## src/rtl/diff_operator_multi.sv

```systemverilog
// Cascaded saturating backward-difference operator: lane k of out is the
// k-th order difference of the most recently accepted sample.
module diff_operator_multi #(
  parameter int max_order  = 3,
  parameter int data_width = 16
) (
  input  logic                         clk,
  input  logic                         reset,
  input  logic                         en,
  input  logic signed [data_width-1:0] y,
  output logic signed [data_width-1:0] out [max_order:1]
);

  typedef logic signed [data_width-1:0] sample_t;

  // One extra bit holds any difference exactly; a sign/overflow bit mismatch means clamp.
  function automatic sample_t subSat(input sample_t a, input sample_t b);
    logic signed [data_width:0] wide;
    wide = {a[data_width-1], a} - {b[data_width-1], b};
    if (wide[data_width] != wide[data_width-1])
      subSat = wide[data_width] ? {1'b1, {(data_width-1){1'b0}}}
                                : {1'b0, {(data_width-1){1'b1}}};
    else
      subSat = wide[data_width-1:0];
  endfunction

  sample_t h_d   [0:max_order-1];
  sample_t h_q   [0:max_order-1];
  sample_t out_d [max_order:1];
  sample_t out_q [max_order:1];

  // The whole cascade settles in one cycle; a running stage value avoids a self-referencing array.
  always_comb begin
    sample_t stage;
    stage = y;
    for (int k = 0; k < max_order; k++) begin
      h_d[k]     = en ? stage : h_q[k];
      stage      = subSat(stage, h_q[k]);
      out_d[k+1] = en ? stage : out_q[k+1];
    end
  end

  always_ff @(posedge clk) begin
    if (reset) begin
      for (int k = 0; k < max_order; k++) begin
        h_q[k]     <= '0;
        out_q[k+1] <= '0;
      end
    end else begin
      for (int k = 0; k < max_order; k++) begin
        h_q[k]     <= h_d[k];
        out_q[k+1] <= out_d[k+1];
      end
    end
  end

  assign out = out_q;

endmodule

```

## config.mk

```make
export PLATFORM = sky130hd
export DESIGN_NAME = diff_operator_multi
export DESIGN_NICKNAME = d
export VERILOG_FILES = /design/src/rtl/diff_operator_multi.sv
export SDC_FILE = /design/constraint.sdc
export NUM_CORES = 1
export LEC_CHECK = 0
export CORE_MARGIN = 8
export CORE_UTILIZATION = 30
export CTS_CLUSTER_SIZE = 28
export DETAILED_ROUTE_END_ITERATION = 7
export HOLD_SLACK_MARGIN = 0.03
export PLACE_DENSITY_LB_ADDON = 0.05
export SYNTH_ARGS = -nofsm -noshare
export SYNTH_HDL_FRONTEND = slang
export SYNTH_SLANG_ARGS = --single-unit
```

## constraint.sdc

```tcl
create_clock -name clk -period 22.6 [get_ports clk]
set_clock_uncertainty 0.1 [all_clocks]
set_input_delay 4.52 -clock clk [delete_from_list [all_inputs] [get_ports clk]]
set_output_delay 4.52 -clock clk [all_outputs]
set_load 0.01 [all_outputs]
```

==> impl_metrics.ini <==
[die]
die_h_um = 151.5
die_area_um2 = 22960
coreArea_um2 = 18020
row_count = 49
die_w_um = 151.5
ios = 67
initial_core_util_pct = 30.57

[layout]
drive_gt1_share_pct = 4.933
synthToLayoutAreaGrowth_pct = 17.42
fin_nets = 817
fin_util_pct = 35.89
design_area_um2 = 6470
fill_cells = 1931
diodes = 0
final_common_cell = nor2_1
final_cell_mix = 86 x nor2_1, 64 x dfxtp_1, 64 x clkdlybuf4s50_1

[worst_setup_path]
cpMostUsedCell = ha_1
rrSetupSlack_ns = 12.96
crit_path_max_incr_delay_ns = 0.78
crit_type = primary input to flop
reg2reg_depth = 31
worstPathMaxFanout = 27
arrival_ns = 14.13
cpMaxStageDelayCell = ha_1
reg2reg_to = out[39]
endpoint = out[39]
rr_startpoint = h_q[0][0]
crit_start = y[0]
cp.required_ns = 22.76
worst_setup_path_end_kind = flop
critPathLaunchType = primary input

[placed_design]
post_dp_cell_area_um2 = 6136
gp_congestion = 0.7980
port-buffer-count = 66
hpwl_mm = 11.98

[worst_hold_path]
min_path_type = flop to flop

[yosys]
synth_edf_count = 0
netlist_area_um2 = 5510
ys_types = 64
seq_area_frac_synth_pct = 23.25
yosysWarnings = 0
syn_avg_cell_area_um2 = 7.621
postSynthNetCount = 795
synth_ff_type = dfxtp_1
synth_top_area_cell = dfxtp_1
ys_top_cells_by_area = dfxtp_1 23%, ha_1 11%, nor2_1 5.9%
ys_seq_elements = 64
netlist_instances = 723
synthArstFlopShare_pct = 0
yosysTopAreaCellShare_pct = 23.25

[clocking]
cts_hold_buf = 0
post_cts_resized = 0
clk_latency_ns = 0.34
clockBufferDepth = 2
cts_buffers = 9
clk_pin_slew_worst_paths_ns = 0.06
cts_setup_buffers = 0
cts_tree = built
cts.sinks = 64
cts-root-buf = clkbuf_16
h-tree-depth = 3

[timing]
maxSlewViolCount = 0
finalSetupViolations = 0
slew_headroom_pct = 38.65
rsz0062_at_grt = no
fin_hold_ws_ns = 0.3539
fmax_mhz = 71.60
hold_viol = 0
tightest_slew_ns = 0.9087
setup_tns_ns = 0
fin_crit_ns = 13.97
finalCritPeriodShare_pct = 61.80

[routing]
drt_wl_total_mm = 15.63
viasPerCell = 5.195
drtIter0Drc = 259
ant_nets = 0
drcViolationCount = 0
via_count = 5086
dr.pass1.iters = 5
wl_per_cell_um = 15.96

[global_route]
grt_usage_pct = 13.81
grt_pass1_wl_mm = 25.12
grt-ovfl-total = 0
grt_pass1_vias = 4820
antenna_found_initial = 0
grt_max_degree = 58

[power]
power_density_nw_per_um2 = 183.0
clkPwrFrac_pct = 13.6
combPwrFrac_pct = 73.1
swShare_pct = 48.09
leakage_nw = 2.607
ir_worst_vdd_mv = 0.08590
p_total_mw = 1.184
intPower_uw = 614.5
power_frac_seq_pct = 13.3
p_switching_uw = 569.3

[outcome]
status = finished, final reports clean

[job]
cap_violations = 0
routing by layer:
layer,vias up,track usage (%),part of all wire (%)
li1,2610,-,-
met1,2377,19.30,51
met2,88,20.84,44
met3,11,2.525,4.1
met4,0,4.851,1.1
met5,-,0,0
worst min-delay path by stage:
stage | startpoint | end | slack (ns) | depth (start not counted)
detailed placement | out[35] | out[35] | 0.35 | 2
global route | out[38] | out[38] | 0.39 | 2
CTS | out[35] | out[35] | 0.36 | 2
floorplan | h_q[0][31] | h_q[0][31] | 0.36 | 2
global placement | out[39] | out[39] | 0.34 | 2
finish | out[35] | out[35] | 0.35 | 2
through the flow:
step           worst slack [ns]  instances
2_1_floorplan             10.60        723
3_3_place_gp              8.590        963
3_5_place_dp              8.295        963
4_1_cts                   8.620        979
5_1_grt                   7.622        979
6_report                  8.634        979
flip-flops by register name (all words and copies together), names as in the netlist:
signal / flops
h_q: 17
out: 47
power groups by stage:
stage               clock network [mW]  registers, mW  logic [mW]
floorplan                            0          0.159       0.663
CTS                              0.166          0.158       0.877
detailed placement                   0          0.161       0.871
finish                           0.161          0.157       0.866
global placement                     0          0.160       0.868
global route                     0.170          0.161       0.978
layout make-up:
class / count / area (um^2) / share of cell area [%]
Multi-Input combinational cell: 538 / 3651 / 56.43
Sequential cell: 64 / 1281 / 19.80
Timing Repair Buffer: 71 / 688.2 / 10.64
Tap cell: 229 / 286.5 / 4.429
Clock buffer: 14 / 274.0 / 4.235
Inverter: 61 / 229.0 / 3.539
Clock inverter: 2 / 60.06 / 0.9283
synth_stat cells (4+ instances only):
master,instances
o21ai_0,39
nor2b_1,12
nor2_1,86
dfxtp_1,64
nand2b_1,13
nand3_1,14
a211oi_1,16
or3_1,4
xor2_1,8
a31oi_1,8
buf_4,32
o31a_1,4
nand2_1,54
clkbuf_1,24
or2_2,6
xnor2_1,17
inv_1,60
nor3_1,20
o21a_1,13
a21o_1,13
o31ai_1,7
a21oi_1,39
o21bai_1,5
mux2i_1,18
a22oi_1,4
a311oi_1,20
o32ai_1,4
and2_1,7
ha_1,50
logic make-up (layout without fill, tap and decap cells):
family	after synthesis	count (layout)	share of synthesized area, %
multiplexers	20	20	3.678
XOR/XNOR	25	25	3.974
AO/OA/AOI/OAI	208	208	26.57
buffers and inverters	121	148	10.60
AND/OR/NAND/NOR	232	232	19.48
flip-flops	64	64	23.25
adder cells (fa/ha/maj)	53	53	12.44
critical path: cells and delay by family:
kind / cells / cell delay [ns]
compound gates: 15 / 4.46
xor+xnor: 1 / 0.12
fa+ha+maj: 6 / 2.23
buf+inv: 5 / 0.87
simple gates: 6 / 1.91
Note: power is estimated with default switching activity, not from simulation.
